==> src/rtl/workload_injector.sv <==
// Host-side traffic source/sink for the chiplet token protocol: issues {id, size}
// tokens on every issue lane, consumes {id, macs} results in order and times the run.
module workload_injector #(
    parameter int id_width_p        = 8,
    parameter int size_width_p      = 8,
    parameter int num_out_p         = 1,
    parameter int num_in_p          = 1,
    parameter int num_tokens_p      = 16,
    parameter int max_outstanding_p = 4,
    parameter int token_size_p      = 8,
    parameter int width_p           = id_width_p + size_width_p,
    parameter int cnt_width_p       = $clog2(num_tokens_p + 1)
) (
    input  logic                         clk_i,
    input  logic                         reset_i,
    input  logic                         start_i,
    output logic [num_out_p-1:0]         v_o,
    output logic [num_out_p*width_p-1:0] data_o,
    input  logic [num_out_p-1:0]         ready_i,
    input  logic [num_in_p-1:0]          v_i,
    input  logic [num_in_p*width_p-1:0]  data_i,
    output logic [num_in_p-1:0]          ready_o,
    output logic                         busy_o,
    output logic                         done_o,
    output logic                         error_o,
    output logic [31:0]                  cycles_o,
    output logic [1:0]                   state_o
);

    localparam int out_width_lp = $clog2(max_outstanding_p + 1);
    localparam logic [out_width_lp-1:0] max_out_lp   = out_width_lp'(max_outstanding_p);
    localparam logic [out_width_lp-1:0] out_one_lp   = out_width_lp'(1);
    localparam logic [cnt_width_p-1:0]  num_tok_lp   = cnt_width_p'(num_tokens_p);
    localparam logic [cnt_width_p-1:0]  last_tok_lp  = cnt_width_p'(num_tokens_p - 1);
    localparam logic [cnt_width_p-1:0]  cnt_one_lp   = cnt_width_p'(1);
    localparam logic [id_width_p-1:0]   id_one_lp    = id_width_p'(1);
    localparam logic [size_width_p-1:0] size_lp      = size_width_p'(token_size_p);

    typedef enum logic [1:0] {IDLE = 2'd0, ISSUE = 2'd1, DRAIN = 2'd2, DONE = 2'd3} state_e;

    state_e                  state_r, state_n;
    logic [num_out_p-1:0]    sent_r;
    logic [cnt_width_p-1:0]  issued_r, completed_r, completed_n;
    logic [out_width_lp-1:0] outstanding_r;
    logic [id_width_p-1:0]   issue_id_r, expected_id_r;
    logic [31:0]             cycles_r;
    logic                    error_r;

    logic                    start_run, issue_en, full_send, consume, mismatch;
    logic [num_out_p-1:0]    xfer;
    logic                    unused_macs;

    // Handshake: a lane transfers on the cycle its valid and ready are both high.
    // Issue lanes drop valid once they have accepted the current token; result
    // lanes are consumed only together, on the cycle every result valid is high.
    assign start_run = start_i & ((state_r == IDLE) | (state_r == DONE));
    assign issue_en  = (state_r == ISSUE) & (outstanding_r < max_out_lp);
    assign v_o       = {num_out_p{issue_en}} & ~sent_r;
    assign xfer      = v_o & ready_i;
    assign full_send = issue_en & (&(sent_r | xfer));
    assign consume   = ((state_r == ISSUE) | (state_r == DRAIN)) & (&v_i);
    assign ready_o   = {num_in_p{consume}};

    assign completed_n = consume ? completed_r + cnt_one_lp : completed_r;
    assign unused_macs = ^data_i;

    always_comb begin
        data_o = '0;
        for (int k = 0; k < num_out_p; k++) begin
            data_o[k*width_p +: width_p] = {issue_id_r, size_lp};
        end
    end

    always_comb begin
        mismatch = 1'b0;
        for (int j = 0; j < num_in_p; j++) begin
            if (data_i[j*width_p+size_width_p +: id_width_p] != expected_id_r) begin
                mismatch = 1'b1;
            end
        end
    end

    always_ff @(posedge clk_i or posedge reset_i) begin
        if (reset_i) begin
            state_r <= IDLE;
        end else begin
            state_r <= state_n;
        end
    end

    always_comb begin
        state_n = state_r;
        case (state_r)
            IDLE, DONE: if (start_i) state_n = ISSUE;
            ISSUE:      if (full_send && issued_r == last_tok_lp) state_n = DRAIN;
            DRAIN:      if (completed_n >= num_tok_lp) state_n = DONE;
            default:    state_n = IDLE;
        endcase
    end

    always_ff @(posedge clk_i or posedge reset_i) begin
        if (reset_i) begin
            sent_r        <= '0;
            issued_r      <= '0;
            completed_r   <= '0;
            outstanding_r <= '0;
            issue_id_r    <= '0;
            expected_id_r <= '0;
            cycles_r      <= '0;
            error_r       <= 1'b0;
        end else if (start_run) begin
            sent_r        <= '0;
            issued_r      <= '0;
            completed_r   <= '0;
            outstanding_r <= '0;
            issue_id_r    <= '0;
            expected_id_r <= '0;
            cycles_r      <= '0;
            error_r       <= 1'b0;
        end else begin
            if (busy_o && cycles_r != '1) begin
                cycles_r <= cycles_r + 32'd1;
            end
            if (full_send) begin
                sent_r     <= '0;
                issued_r   <= issued_r + cnt_one_lp;
                issue_id_r <= issue_id_r + id_one_lp;
            end else begin
                sent_r <= sent_r | xfer;
            end
            if (consume) begin
                completed_r   <= completed_n;
                expected_id_r <= expected_id_r + id_one_lp;
                if (mismatch) error_r <= 1'b1;
            end
            // A send and a consume in the same cycle cancel out.
            case ({full_send, consume})
                2'b10:   outstanding_r <= outstanding_r + out_one_lp;
                2'b01:   if (outstanding_r != '0) outstanding_r <= outstanding_r - out_one_lp;
                default: outstanding_r <= outstanding_r;
            endcase
        end
    end

    assign busy_o   = (state_r == ISSUE) | (state_r == DRAIN);
    assign done_o   = (state_r == DONE);
    assign error_o  = error_r;
    assign cycles_o = cycles_r;
    assign state_o  = state_r;

endmodule

==> config.mk <==
export PLATFORM = sky130hd
export DESIGN_NAME = workload_injector
export DESIGN_NICKNAME = d
export VERILOG_FILES = /design/src/rtl/workload_injector.sv
export SDC_FILE = /design/constraint.sdc
export NUM_CORES = 1
export LEC_CHECK = 0
export ABC_AREA = 1
export BUFFER_PORTS_ARGS = -buffer_cell sky130_fd_sc_hd__buf_2
export CORE_AREA = 2 2 110 112
export CTS_CLUSTER_SIZE = 10
export DETAILED_ROUTE_END_ITERATION = 10
export DIE_AREA = 0 0 112 114
export SLEW_MARGIN = 20
export SYNTH_ARGS = -nofsm -noshare
export SYNTH_HDL_FRONTEND = slang
export SYNTH_SLANG_ARGS = --single-unit
==> constraint.sdc <==
create_clock -name clk_i -period 6.3 [get_ports clk_i]
set_input_delay 1.26 -clock clk_i [delete_from_list [all_inputs] [get_ports clk_i]]
set_output_delay 1.26 -clock clk_i [all_outputs]
set_load 0.03 [all_outputs]
==> results_dict.tcl <==
set metrics [dict create \
    clock_power_share_pct 26.8 \
    dr.pass1.iters 5 \
    synth_seq_area_share_pct 39.68 \
    diodes 0 \
    p_leak_nw 2.465 \
    top_usage_layer "met2" \
    ctsHoldBuffers 0 \
    wl_mm 10.12 \
    coreArea_sq_um 11710 \
    endpoint_kind "output port" \
    crit_fanout 13 \
    gp_congestion 0.8131 \
    skew_ps 6.212 \
    finalNetCount 690 \
    worstRegToRegCells 10 \
    clkTransAtPathRegs_ps 60 \
    yosysUniqueCellTypes 32 \
    hold_viol_final 0 \
    max-cap-violations 0 \
    avgSynthCellArea_sq_um 6.820 \
    hold_class "register to register" \
    wl_per_cell_um 12.48 \
    min_from "issued_r[2]$_DFFE_PP0P_" \
    fmax_mhz 289.2 \
    use_met3_pct 3.666 \
    io_pins 76 \
    reg2reg_from "state_o[0]$_DFFE_PP0P_" \
    overflow 0 \
    slew_violations 0 \
    relSlewSlack_pct 36.67 \
    max_stage_delay_ps 410 \
    netlist_area_sq_um 4099 \
    yosysWarnings 0 \
    grt_usage_pct 16.68 \
    via_per_inst 4.804 \
    start_util_pct 35.00 \
    p_switching_w 0.0008327 \
    detailed_place_hpwl_mm 7.241 \
    dieWidth_um 112 \
    cp.arrival_ps 2200 \
    fin_setup_tns_ps 0 \
    numCtsBuffers 9 \
    grt_use_met1_pct 20.45 \
    drtAntennaViolNets 0 \
    die-area_sq_um 12770 \
    htree_num_levels 3 \
    synth_seq_cells 65 \
    first_iter_violations 195 \
    grt_pass1_vias 3703 \
    finalCriticalPeriod_ps 3458 \
    drive_above_1_share_pct 14.16 \
    io_buffers 59 \
    ir_worst_vdd_uv 196.7 \
    cts_tree "yes" \
    critPathSlowestCell "dfrtp_1" \
    grt_max_degree 66 \
    rsz0062_at_grt "false" \
    hold_end "issued_r[2]$_DFFE_PP0P_" \
    r2r-end "outstanding_r[0]$_DFFE_PP0P_" \
    cp_cell_sequence "inv_1 > ha_1 > inv_2 > nand2_1 > inv_1 > buf_2" \
    post_cts_resized 0 \
    num_rows 40 \
    seqPwrFrac_pct 31.4 \
    cts_setup_buffers 0 \
    cts.sinks 65 \
    antenna_found_initial 0 \
    start_kind "register" \
    tightest_slew_ps 946.5 \
    finalSetupViolations 0 \
    fp.dieH_um 114 \
    grt_use_met2_pct 29.58 \
    area_delta_synth_final_pct 16.54 \
    min_period_over_period_pct 54.89 \
    clock_latency_ps 330 \
    cts_root_buffer "clkbuf_16" \
    outcome "completed" \
    p_per_area_nw_per_um2 384.2 \
    clockBufferDepth 2 \
    cpLargestDelayFamily "buffers and inverters" \
    rrSetupSlack_ps 3230 \
    crit_buf_inv 4 \
    p_int_w 0.001003 \
    pwr-share-comb_pct 41.7 \
    cpMostUsedCell "inv_1" \
    vias 3896 \
    criticalPathCategory "register to output port" \
    swShare_pct 45.37 \
    synthesis.instances 601 \
    drc 0 \
    grt_pass1_wl_mm 17.33 \
    holdWs_ps 493.3 \
    crit_required_ps 5040 \
    min_path_cells 1 \
]
-- cell type report --
cell class / instances / area [sq um]
inverters: 67 / 251.5
clock inverters: 5 / 56.30
repair buffers: 61 / 310.3
well taps: 147 / 183.9
clock buffers: 11 / 232.7
flip-flops and latches: 65 / 1627
multi-input cells: 455 / 2116
fillers: 1227 / 6934
-- metrics by stage --
step / util, % / std cells / total power, W / area (sq um) / setup slack (ps)
6_report: 40.79 / 811 / 0.001835 / 4777 / 2842
5_1_grt: 40.79 / 811 / 0.001978 / 4777 / 2677
4_1_cts: 40.79 / 811 / 0.001862 / 4777 / 2835
3_5_place_dp: 38.32 / 795 / 0.001356 / 4488 / 2701
3_3_place_gp: 38.32 / 795 / 0.001323 / 4488 / 2810
2_1_floorplan: - / 607 / 0.001178 / 4121 / 3086
-- registers in the layout, summed over array words and instances, names as in the netlist --
register / cells
outstanding_r: 3
completed_r: 5
sent_r: 1
expected_id_r: 8
state_o: 2
cycles_o: 32
issued_r: 5
error_o: 1
issue_id_r: 8
-- worst max path at each step --
stage	from	to	slack, ps	cells past startpoint
floorplan	v_i	ready_o	3090	3
CTS	state_o[0]$_DFFE_PP0P_	ready_o	2830	6
global placement	start_i	outstanding_r[0]$_DFFE_PP0P_	2810	9
finish	state_o[0]$_DFFE_PP0P_	ready_o	2840	6
global route	state_o[0]$_DFFE_PP0P_	ready_o	2680	6
detailed placement	start_i	outstanding_r[0]$_DFFE_PP0P_	2700	9
-- routing by layer --
metal / share of wire, % / up-vias
met2: 49 / 97
li1: - / 1994
met3: 5.4 / 6
met1: 45 / 1799
met5: 0 / -
met4: 0.84 / 0
-- synth_stat cells --
cell type	instances	area, sq um
buf_4	8	60.06
nor2_4	2	22.52
clkbuf_1	6	22.52
nand2_1	218	818.3
fa_1	1	20.02
xor2_1	10	87.58
or2_2	8	50.05
buf_8	1	15.01
a32o_1	1	10.01
nand4_1	24	150.1
nand3b_1	1	7.510
or2_0	1	6.260
nor2_2	1	6.260
o22ai_1	3	18.77
nor2_1	85	319.1
inv_2	2	7.510
nand3_1	40	200.2
nand2_4	2	22.52
nand2_2	3	18.77
a21oi_1	8	40.04
inv_1	65	244.0
buf_2	3	15.01
o21a_1	2	15.01
a31oi_1	1	6.260
ha_1	9	112.6
buf_1	1	3.750
buf_6	1	11.26
dfrtp_1	65	1627
conb_1	2	7.510
xnor2_1	5	43.79
o21ai_0	17	85.08
nor3_1	5	25.02
-- cells in the final DEF (no fill, tap or decap), types with 2 or more instances in the layout --
cell type  netlist  layout
or2_2            8       8
clkbuf_1         6       2
o21a_1           2       2
buf_4            8       2
nand2_2          3       3
clkinv_2         0       2
dfrtp_1         65      65
xor2_1          10      10
o21ai_0         17      17
inv_2            2       3
xnor2_1          5       5
nor3_1           5       5
clkbuf_16        0       9
a21oi_1          8       8
buf_2            3      59
conb_1           2       8
nand3_1         40      40
nand4_1         24      24
o22ai_1          3       3
ha_1             9       9
nand2_1        218     218
nand2_4          2       2
nor2_4           2       2
nor2_1          85      85
inv_1           65      64
-- kinds of logic after synthesis --
| group | after synthesis | share of synthesized area, % |
|---|---|---|
| AND/OR/NAND/NOR | 390 | 40.17 |
| buffers and inverters | 87 | 9.249 |
| flip-flops | 65 | 39.68 |
| AO/OA/AOI/OAI | 32 | 4.274 |
| XOR/XNOR | 15 | 3.205 |
| adder cells (fa/ha/maj) | 10 | 3.236 |
| other | 2 | 0.1832 |
-- power groups by stage --
stage	registers, W	clock network [W]	logic [W]
2_1_floorplan	0.000637	0	0.000541
3_3_place_gp	0.000580	0	0.000743
3_5_place_dp	0.000584	0	0.000771
4_1_cts	0.000578	0.000507	0.000776
5_1_grt	0.000591	0.000526	0.000861
6_report	0.000577	0.000493	0.000766
Power figures use the tool's default switching activity.
